### config.mk
export PLATFORM = sky130hd
export DESIGN_NAME = sprite_rom_arbiter_flat
export DESIGN_NICKNAME = d
export VERILOG_FILES = /design/src/rtl/sprite_rom_arbiter_if.sv /design/src/rtl/sprite_rom_arbiter.sv /design/src/flat_wrapper.sv
export SDC_FILE = /design/constraint.sdc
export NUM_CORES = 1
export LEC_CHECK = 0
export ABC_AREA = 0
export CORE_AREA = 2 2 55 57
export CTS_CLUSTER_DIAMETER = 150
export DETAILED_ROUTE_END_ITERATION = 12
export DIE_AREA = 0 0 57 59
export PLACE_DENSITY_LB_ADDON = 0.2
export SLEW_MARGIN = 15
export SYNTH_ARGS = -nofsm -noshare
export SYNTH_HDL_FRONTEND = slang
export SYNTH_SLANG_ARGS = --single-unit
### constraint.sdc
create_clock -name vga_clk -period 3 [get_ports vga_clk]
set_input_delay 0.45 -clock vga_clk [delete_from_list [all_inputs] [get_ports vga_clk]]
set_output_delay 0.45 -clock vga_clk [all_outputs]
set_load 0.01 [all_outputs]
### src/rtl/sprite_rom_arbiter_if.sv
// Requester-side bus of the sprite ROM arbiter: level requests with addresses
// in, one-hot grant plus the registered one-hot response (rvalid/rdata) out.
interface sprite_rom_arbiter_if #(
  parameter int NUM_REQ = 4,
  parameter int ADDR_W  = 11,
  parameter int DATA_W  = 5
);
  logic [NUM_REQ-1:0]        req;
  logic [NUM_REQ*ADDR_W-1:0] addr;
  logic [NUM_REQ-1:0]        gnt;
  logic [NUM_REQ-1:0]        rvalid;
  logic [DATA_W-1:0]         rdata;

  modport master (output req, output addr, input gnt, input rvalid, input rdata);
  modport slave  (input req, input addr, output gnt, output rvalid, output rdata);
endinterface

### src/rtl/sprite_rom_arbiter.sv
// Shares one sprite ROM read port among NUM_REQ mappers with a round-robin grant
// and a one-hot tag pipeline. SPRITE_ARB_FIXED_PRIO_EN selects fixed priority.
module sprite_rom_arbiter #(
  parameter int NUM_REQ = 4,
  parameter int ADDR_W  = 11,
  parameter int DATA_W  = 5,
  parameter int ROM_LAT = 1
) (
  input  logic                  vga_clk,
  input  logic                  reset,
  sprite_rom_arbiter_if.slave   bus,
  output logic [ADDR_W-1:0]     rom_address,
  input  logic [DATA_W-1:0]     rom_q
);

  localparam int IDX_W = (NUM_REQ > 1) ? $clog2(NUM_REQ) : 1;
  typedef logic [IDX_W-1:0] idx_t;

  logic [NUM_REQ-1:0] gnt_c;
  logic [ADDR_W-1:0]  addr_c;
  idx_t               gnt_idx;
  idx_t               cand;
  logic               found;

  logic [NUM_REQ-1:0] tag [ROM_LAT];
  logic [NUM_REQ-1:0] rvalid_q;
  logic [DATA_W-1:0]  rdata_q;

`ifndef SPRITE_ARB_FIXED_PRIO_EN
  idx_t last_idx;

  // Only granting cycles move the pointer, so idle gaps keep the rotation order.
  always_ff @(posedge vga_clk) begin
    if (reset) begin
      last_idx <= idx_t'(NUM_REQ - 1);
    end else if (found) begin
      last_idx <= gnt_idx;
    end
  end
`endif

  always_comb begin
    gnt_c   = '0;
    addr_c  = '0;
    gnt_idx = '0;
    cand    = '0;
    found   = 1'b0;
    if (!reset) begin
      for (int unsigned k = 0; k < NUM_REQ; k++) begin
`ifdef SPRITE_ARB_FIXED_PRIO_EN
        cand = idx_t'(k);
`else
        // Scan from last_idx+1 with a modulo wrap so non-power-of-two counts stay in range.
        cand = idx_t'((32'(last_idx) + k + 1) % NUM_REQ);
`endif
        if (!found && bus.req[cand]) begin
          found   = 1'b1;
          gnt_idx = cand;
        end
      end
      if (found) begin
        gnt_c[gnt_idx] = 1'b1;
        addr_c         = bus.addr[gnt_idx*ADDR_W +: ADDR_W];
      end
    end
  end

  always_ff @(posedge vga_clk) begin
    if (reset) begin
      for (int unsigned s = 0; s < ROM_LAT; s++) begin
        tag[s] <= '0;
      end
      rvalid_q <= '0;
      rdata_q  <= '0;
    end else begin
      tag[0] <= gnt_c;
      for (int unsigned s = 1; s < ROM_LAT; s++) begin
        tag[s] <= tag[s-1];
      end
      if (|tag[ROM_LAT-1]) begin
        rvalid_q <= tag[ROM_LAT-1];
        rdata_q  <= rom_q;
      end else begin
        rvalid_q <= '0;
      end
    end
  end

  assign bus.gnt     = gnt_c;
  assign bus.rvalid  = rvalid_q;
  assign bus.rdata   = rdata_q;
  assign rom_address = addr_c;

endmodule

### src/flat_wrapper.sv
// flat-port wrapper written by rule: the top's interface ports become plain ports
module sprite_rom_arbiter_flat 
#(
  parameter int NUM_REQ = 4,
  parameter int ADDR_W  = 11,
  parameter int DATA_W  = 5,
  parameter int ROM_LAT = 1
)
  (vga_clk, reset, rom_address, rom_q, bus_req, bus_addr, bus_gnt, bus_rvalid, bus_rdata);
  sprite_rom_arbiter_if #(.NUM_REQ(NUM_REQ), .ADDR_W(ADDR_W), .DATA_W(DATA_W)) bus_i ();
  input  logic vga_clk;
  input  logic reset;
  output logic [ADDR_W-1:0] rom_address;
  input  logic [DATA_W-1:0] rom_q;
  input wire logic [$bits(bus_i.req)-1:0] bus_req;
  input wire logic [$bits(bus_i.addr)-1:0] bus_addr;
  output wire logic [$bits(bus_i.gnt)-1:0] bus_gnt;
  output wire logic [$bits(bus_i.rvalid)-1:0] bus_rvalid;
  output wire logic [$bits(bus_i.rdata)-1:0] bus_rdata;
  assign bus_i.req = bus_req;
  assign bus_i.addr = bus_addr;
  assign bus_gnt = bus_i.gnt;
  assign bus_rvalid = bus_i.rvalid;
  assign bus_rdata = bus_i.rdata;
  sprite_rom_arbiter #(.NUM_REQ(NUM_REQ), .ADDR_W(ADDR_W), .DATA_W(DATA_W), .ROM_LAT(ROM_LAT)) u_core (.vga_clk(vga_clk), .reset(reset), .bus(bus_i), .rom_address(rom_address), .rom_q(rom_q));
endmodule
==> results of run 1 <==
metal layers:
metal	vias to the layer above	GRT usage [%]	wire (um)
met5	-	0	0
met4	0	3.99	14
met3	2	6.99	335
met2	55	32.3	1460
met1	459	19.1	990
li1	520	-	-
sequential cells by signal (all words and copies together) (netlist names):
| name | cells |
|---|---|
| u_core.last_idx | 2 |
| u_core.tag | 4 |
| u_core.bus.rdata | 5 |
| u_core.bus.rvalid | 4 |
worst register-to-register path, delay by kind of cell, from the launching register on:
family           cells  cell delay, ns
multiplexers         2            0.59
flip-flops           1            0.48
AO/OA/AOI/OAI        1            0.27
AND/OR/NAND/NOR      1            0.20
synth_stat cells (all sizes together):
library cell	count	area share (%)
mux2i	28	31
and3b	1	0.96
buf	5	4.6
nor2b	6	4.1
nor4	2	2.1
nor3	1	1.1
o22ai	11	7.5
a21oi	2	1.5
nand2	2	0.82
a211o	1	0.96
clkbuf	3	1.2
o221ai	1	0.96
mux2	1	1.2
or2	1	0.68
or3	2	1.4
o221a	1	1.2
dfxtp	15	33
nor2	15	6.2
per-stage QoR:
step / hold WS [ns] / util (%) / TNS [ns] / instances / area [sq um]
2_1_floorplan: 0.454 / - / 0 / 98 / 915
3_3_place_gp: 0.463 / 64.1 / -0.930 / 205 / 1740
3_5_place_dp: 0.470 / 64.1 / -1.65 / 205 / 1740
4_1_cts: 0.483 / 64.6 / 0 / 209 / 1750
5_1_grt: 0.504 / 64.7 / 0 / 209 / 1750
6_report: 0.482 / 64.7 / 0 / 209 / 1750
final timing paths:
check / slack [ns] / start / cells past startpoint / to
worst min-delay path: 0.48 / u_core.tag[0][2] / 1 / u_core.bus.rvalid[2]
worst max-delay path: 0.11 / bus_req[3] / 8 / rom_address[1]
worst min register to register: 0.48 / u_core.tag[0][2] / 1 / u_core.bus.rvalid[2]
worst max register to register: 1.35 / u_core.last_idx[1] / 4 / u_core.last_idx[0]
kinds of logic (layout without fill, tap and decap cells):
group	after synthesis	after routing	synth area share, %
muxes	29	29	31.9
buffers and inverters	8	88	5.88
and+or+nand+nor	30	30	17.2
DFF	15	15	32.8
AOI/OAI and AO/OA	16	16	12.2
power by group through the flow:
| stage | logic (mW) | registers [mW] | clock network, mW |
|---|---|---|---|
| 6_report | 0.304 | 0.229 | 0.116 |
| 5_1_grt | 0.330 | 0.232 | 0.132 |
| 4_1_cts | 0.307 | 0.229 | 0.119 |
| 3_5_place_dp | 0.322 | 0.234 | 0 |
| 3_3_place_gp | 0.316 | 0.232 | 0 |
| 2_1_floorplan | 0.152 | 0.237 | 0 |
layout make-up:
class                           count  share of cell area (%)
Timing Repair Buffer               84                    47.0
Multi-Input combinational cell     75                    32.0
Sequential cell                    15                    17.1
Tap cell                           31                    2.21
Clock buffer                        3                    1.28
Clock inverter                      1                   0.428
repair_timing:
action,CTS,global route
endpoints found under the hold margin,0,0
gates resized for setup,13,1
pin swaps,0,0
setup endpoints to repair,13,1
==> results.yml, run 1 <==
outcome:
  status: "finished, final reports clean"
power_and_ir_drop:
  power_uw: 649
  powerDensity_nw_per_um2: 370
  leakagePower_nw: 0.785
  combPwrFrac_pct: 46.9
  pwr-share-seq_pct: 35.3
  cell_internal_pwr_uw: 451
  p_sw_share_pct: 30.5
  power.net_switching_uw: 198
  ir_worst_vdd_uv: 378
  p_clk_share_pct: 17.8
sta:
  period_needed_ns: 2.89
  finalMaxSlewViolations: 0
  finalCritPeriodShare_pct: 96.4
  hold_violations: 0
  worstMarginPinSlew_ns: 0.800
  rsz0062_at_grt: "false"
  fmax_mhz: 346
  slew-limit-headroom_pct: 46.2
  setup_viol: 0
  fin_ws_ns: 0.107
  fin_skew_ns: 0.00265
logic_synthesis:
  syn_inst: 98
  synth_nets: 153
  yosys_warnings: 0
  syn_area_per_cell_sq_um: 9.33
  ys_ff_latch: 15
  ys_seq_area_share_pct: 32.8
  syn-cell-area_sq_um: 915
  synth_cell_type_count: 22
placed_design:
  portBuffers: 78
  gp_congestion: 0.733
  hpwl_um: 2370
  pre_cts_ws_ns: -0.163
worst_setup_path:
  cp_top_family: "buffers and inverters"
  arrival_ns: 2.44
  critPathSlowestCell: "clkdlybuf4s50_1"
  crit_type: "in -> out"
  critPathMaxStageDelay_ns: 0.48
  cp-start-kind: "primary input"
  cp_max_fo: 15
  cp_cell_sequence: "clkdlybuf4s50_1 > and3b_1 > nor3_2 > nor2_1 > or3_1 > buf_4 > o22ai_1 > dlygate4sd2_1"
  crit_required_ns: 2.55
  cp.buffers_inverters: 3
  end_kind: "primary output"
worst_hold_path:
  holdCritPathClass: "reg -> reg"
floorplan:
  core_sq_um: 2710
  dieWidth_um: 57
  initial_core_util_pct: 33.7
  io_pins: 79
  die_h_um: 59
  dieArea_sq_um: 3360
  rows: 19
drt:
  wl_per_cell_um: 13.4
  dr.pass1.iters: 4
  drt-total-wl_um: 2800
  drtAntennaViolNets: 0
  route.vias.total: 1036
  drcViolationCount: 0
  avgViaCountPerCell: 4.96
  first_iter_violations: 23
cells_and_area:
  area_delta_synth_final_pct: 91.7
  layout_common_cells: "clkdlybuf4s50_1 (65), mux2i_1 (28), nor2_1 (15), dfxtp_1 (15), dlygate4sd2_1 (12)"
  drive_gt1_share_pct: 7.87
  insertedDiodeCount: 0
  multi_input_area_sq_um: 561
  seq_area_sq_um: 300
  nNetsFinal: 234
  mostFrequentLayoutCell: "clkdlybuf4s50_1"
  fill_cells: 252
job:
  cap_violations: 0
grt:
  grt_max_degree: 27
  grt_usage_pct: 17.6
  grt_overflow: 0
  grt_pass1_vias: 1061
  antenna_found_initial: 0
  grt_pass1_wl_um: 4700
clocking:
  clk_path_buf_depth: 2
  cts_tree: "done"
  post_cts_buffers: 0
  clkSinkCount: 15
  clkTransAtPathRegs_ns: 0.09
  cts_root_buf: "clkbuf_4"
  h-tree-depth: 1
  holdBufCountCts: 0
  numCtsBuffers: 3
  clock_latency_ns: 0.28
(Power assumes the default switching activity.)
==> run 2: changes to the inputs <==
--- a/config.mk
+++ b/config.mk
@@ -8,7 +8,8 @@
 export ABC_AREA = 0
-export CORE_AREA = 2 2 55 57
+export CORE_AREA = 3 3 56 58
 export CTS_CLUSTER_DIAMETER = 150
 export DETAILED_ROUTE_END_ITERATION = 12
-export DIE_AREA = 0 0 57 59
+export DIE_AREA = 0 0 59 61
 export PLACE_DENSITY_LB_ADDON = 0.2
+export REMOVE_ABC_BUFFERS = 1
 export SLEW_MARGIN = 15
--- a/constraint.sdc
+++ b/constraint.sdc
@@ -3,2 +3,2 @@
 set_output_delay 0.45 -clock vga_clk [all_outputs]
-set_load 0.01 [all_outputs]
+set_load 0.1 [all_outputs]
==> run 2 against run 1 <==
Against the previous run:
- critical endpoint is now rom_address[0]
- wire length rose by 0.68%
- core utilization rose by 4.8 points
- total power rose by 47%
- maximum frequency rose by 3.0%
- non-clock buffer count fell by 2
- clock power fell by 9%
==> results.yml, run 2 (same netlist as run 1, synthesis figures left out) <==
drt:
  first_iter_violations: 21
  drcViolationCount: 0
  wl_per_cell_um: 13.6
  dr.pass1.iters: 4
  drt-total-wl_um: 2820
  route.vias.total: 1042
  drtAntennaViolNets: 0
  avgViaCountPerCell: 5.03
clocking:
  h-tree-depth: 1
  clkSinkCount: 15
  post_cts_buffers: 0
  numCtsBuffers: 3
  clkTransAtPathRegs_ns: 0.07
  clk_path_buf_depth: 2
  holdBufCountCts: 0
  clock_latency_ns: 0.27
  cts_root_buf: "clkbuf_4"
  cts_tree: "done"
cells_and_area:
  layout_common_cells: "clkdlybuf4s50_1 (54), mux2i_1 (28), buf_12 (16)"
  area_delta_synth_final_pct: 106
  nNetsFinal: 232
  drive_gt1_share_pct: 20.5
  finish.utilization_pct: 69.4
  largest_reg_flops: 5
  insertedDiodeCount: 0
  mostFrequentLayoutCell: "clkdlybuf4s50_1"
worst_setup_path:
  r2r_slack_ns: 1.33
  critPathMostFrequentCell: "buf_12"
  crit_required_ns: 2.55
  cp_cell_sequence: "clkdlybuf4s50_1 > nor2b_1 > a21oi_1 > o221a_1 > buf_12 > mux2i_1 > o22ai_1 > buf_12"
  critPathSlowestCell: "clkdlybuf4s50_1"
  r2r_start: "u_core.last_idx[1]"
  crit_type: "in -> out"
  rr_endpoint: "u_core.last_idx[0]"
  cp_max_fo: 26
  arrival_ns: 2.36
  r2r_cells: 5
  critPathMaxStageDelay_ns: 0.53
  cp-start-kind: "primary input"
  end_kind: "primary output"
worst_hold_path:
  holdPathEnd: "u_core.bus.rvalid[1]"
  min_from: "u_core.tag[0][1]"
  worst_hold_path.num_cells: 1
  holdCritPathClass: "reg -> reg"
floorplan:
  core_sq_um: 2710
  dieArea_sq_um: 3600
  initial_core_util_pct: 33.7
  dieWidth_um: 59
  rows: 19
  die_h_um: 61
  io_pins: 79
sta:
  fin_skew_ns: 0.00199
  worstMarginPinSlew_ns: 0.733
  fin_ws_ns: 0.192
  slew-limit-headroom_pct: 50.7
  setup_viol: 0
  fmax_mhz: 356
  finalCritPeriodShare_pct: 93.6
  hold_violations: 0
  period_needed_ns: 2.81
  finalMaxSlewViolations: 0
  rsz0062_at_grt: "false"
power_and_ir_drop:
  powerDensity_nw_per_um2: 508
  leakagePower_nw: 0.829
  ir_worst_vdd_uv: 501
grt:
  grt_usage_pct: 15.9
  grt_overflow: 0
  grt_pass1_vias: 1056
  grt_max_degree: 27
  antenna_found_initial: 0
  grt_pass1_wl_um: 4440
placed_design:
  hpwl_um: 2390
  portBuffers: 78
  gp_congestion: 0.810
  pre_cts_ws_ns: 0.0448
outcome:
  status: "finished, final reports clean"
job:
  cap_violations: 0
[run 2: cell types whose count changed in the layout (fill, tap and decap cells not counted), sizes merged]
cell	change
dlygate4sd2	-12
clkbuf	+1
buf	+22
clkinvlp	-1
clkdlybuf4s50	-11
clkdlybuf4s15	-1
[run 2: metrics by stage]
step                      std cells  TNS [ns]  instance area, sq um  power [mW]  hold WS (ns)
after floorplan                  90     -9.56                   861       0.618         0.454
after global placement          203         0                  1850       0.848         0.469
after detailed placement        203         0                  1850       0.858         0.471
after CTS                       207         0                  1880       0.964         0.482
after global routing            207         0                  1880        1.00         0.488
final                           207         0                  1880       0.957         0.476
[run 2: repair_timing]
action | in CTS | in global routing
endpoints found under the hold margin | 0 | 0
setup endpoints to repair | 0 | 12
resized for setup | 0 | 1
[run 2: how the worst max path moves through the flow]
stage                      to       start  cells past startpoint  slack, ns
2_1_floorplan  rom_address[0]  bus_req[1]                      5      -0.83
4_1_cts        rom_address[6]  bus_req[0]                      7       0.05
6_report       rom_address[0]  bus_req[1]                      8       0.19
3_3_place_gp   rom_address[2]  bus_req[0]                      7       0.08
3_5_place_dp   rom_address[6]  bus_req[0]                      7       0.04
5_1_grt        rom_address[8]  bus_req[1]                      8       0.07
[run 2: layout make-up]
type | instances | area [sq um]
Multi-Input combinational cell | 75 | 566
Sequential cell | 15 | 300
Tap cell | 31 | 38.8
Timing Repair Buffer | 82 | 951
Fill cell | 221 | 828
Clock buffer | 4 | 26.3
[run 2: worst max-delay path: cells and delay by family]
family                 cells  cell delay (ns)
AND/OR/NAND/NOR            1             0.21
AO/OA/AOI/OAI              3             0.61
buffers and inverters      3             0.93
multiplexers               1             0.14
[run 2: power by group]
part,switching (mW),internal (mW)
clock network,0.0540,0.0515
registers,0.0118,0.217
logic,0.380,0.242
total,0.445,0.511
[run 2: layer usage]
layer | vias up | routed length, um | track usage (%)
met5 | - | 0 | 0
met4 | 0 | 26 | 2.91
met3 | 6 | 427 | 8.72
met2 | 70 | 1310 | 26.8
met1 | 450 | 1060 | 18.0
li1 | 516 | - | -
==> run 3: changes to the inputs <==
- CORE_AREA: 3 3 56 58 -> 3 3 45 47
- DIE_AREA: 0 0 59 61 -> 0 0 48 50
- DONT_BUFFER_PORTS: unset -> 1
==> run 3 against run 2 <==
Against the previous run:
- sequential cell count stayed put
- cell area decreased by 34%
- die area shrank 33%
- hold slack worse by 0.24 ns
- largest cell class is now multi-input gates
- highest routed layer unchanged
==> results.yml, run 3 (same netlist as run 1, synthesis figures left out) <==
outcome:
  status: "finished, final reports clean"
sta:
  finalMaxSlewViolations: 0
  setup_viol: 0
  finalCritPeriodShare_pct: 93.3
  slew-limit-headroom_pct: 34.9
  worstMarginPinSlew_ns: 0.975
  hold_violations: 0
  rsz0062_at_grt: "false"
  period_needed_ns: 2.80
  fmax_mhz: 357
  fin_skew_ns: 0.00161
power_and_ir_drop:
  ir_worst_vdd_uv: 430
  power.net_switching_uw: 436
  p_clk_share_pct: 12.3
  power_uw: 866
  p_sw_share_pct: 50.4
  pwr-share-seq_pct: 35.4
  leakagePower_nw: 0.557
  cell_internal_pwr_uw: 430
  powerDensity_nw_per_um2: 696
  combPwrFrac_pct: 52.2
clocking:
  numCtsBuffers: 3
  post_cts_buffers: 0
  cts_resized: 0
  holdBufCountCts: 0
  h-tree-depth: 1
  clkTransAtPathRegs_ns: 0.08
  cts_root_buf: "clkbuf_4"
  clk_path_buf_depth: 2
  cts_tree: "done"
  clock_latency_ns: 0.27
  clkSinkCount: 15
cells_and_area:
  drive_gt1_share_pct: 34.5
  seq_area_sq_um: 300
  finish.utilization_pct: 73.7
  largest_reg_flops: 5
  area_delta_synth_final_pct: 36.1
  multi_input_area_sq_um: 639
  mostFrequentLayoutCell: "mux2i_1"
  fill_cells: 128
  layout_common_cells: "mux2i_1 (28), dfxtp_1 (15), nor2_1 (11), o22ai_2 (11), buf_12 (11)"
  nNetsFinal: 166
  insertedDiodeCount: 0
worst_setup_path:
  crit_type: "reg -> out"
  end_kind: "primary output"
  arrival_ns: 2.35
  crit_required_ns: 2.55
  cp-start-kind: "register"
  cp_max_fo: 15
drt:
  first_iter_violations: 8
  drt-total-wl_um: 2190
  route.vias.total: 803
  dr.pass1.iters: 4
  drcViolationCount: 0
  drtAntennaViolNets: 0
  avgViaCountPerCell: 6.32
  wl_per_cell_um: 17.3
grt:
  grt_overflow: 0
  grt_usage_pct: 19.1
  antenna_found_initial: 0
  grt_pass1_vias: 768
  grt_pass1_wl_um: 3320
  grt_max_degree: 27
worst_hold_path:
  holdCritPathClass: "in -> reg"
floorplan:
  core_sq_um: 1690
  rows: 15
  io_pins: 79
  dieWidth_um: 48
  die_h_um: 50
  dieArea_sq_um: 2400
  initial_core_util_pct: 54.1
placed_design:
  portBuffers: 0
  gp_congestion: 0.723
job:
  cap_violations: 0
-- run 3: cell types whose count changed in the layout (fill, tap and decap cells not counted), sizes merged --
cell           change
clkdlybuf4s50     -54
buf               -12
-- run 3: cell type report --
cell class,instances,area share [%]
multi-input cells,75,51.4
flip-flops and latches,15,24.1
repair buffers,16,20.7
clock buffers,4,2.11
well taps,17,1.71
-- run 3: power groups by stage --
stage                     Sequential (mW)  Clock [mW]  Combinational (mW)
after floorplan                     0.309           0               0.310
after global placement              0.311           0               0.448
after detailed placement            0.312           0               0.455
after CTS                           0.307       0.113               0.456
after global routing                0.310       0.121               0.470
final                               0.307       0.107               0.452
-- run 3: per-layer routing --
| metal | global-route usage [%] | vias up | part of all wire, % |
|---|---|---|---|
| met5 | 0 | - | 0 |
| met4 | 6.73 | 0 | 0.55 |
| met3 | 1.09 | 2 | 9.2 |
| met2 | 35.5 | 57 | 58 |
| met1 | 21.3 | 364 | 32 |
| li1 | - | 380 | - |
-- run 3: metrics by stage --
stage / setup TNS [ns] / cell area, sq um / instances / hold slack (ns) / setup WS [ns]
2_1_floorplan: -9.56 / 861 / 90 / 0.454 / -0.835
3_3_place_gp: 0 / 1220 / 123 / 0.463 / 0.517
3_5_place_dp: 0 / 1220 / 123 / 0.467 / 0.444
4_1_cts: 0 / 1240 / 127 / 0.226 / 0.184
5_1_grt: 0 / 1240 / 127 / 0.219 / 0.0593
6_report: 0 / 1240 / 127 / 0.238 / 0.202
-- run 3: path summary, 6_finish.rpt --
check | from | to | slack (ns) | cells past startpoint
setup / recovery | u_core.last_idx[1] | rom_address[7] | 0.20 | 6
hold / removal | reset | u_core.bus.rdata[0] | 0.24 | 1
setup reg to reg | u_core.last_idx[1] | u_core.tag[0][0] | 1.23 | 5
hold reg to reg | u_core.tag[0][2] | u_core.bus.rvalid[2] | 0.47 | 1
-- run 3: critical path: stages, from the launching register on --
cell	delay (ns)
dfxtp_1	0.39
and3b_1	0.22
nor3_2	0.18
nor2_1	0.08
or3_1	0.65
o22ai_2	0.34
buf_12	0.21
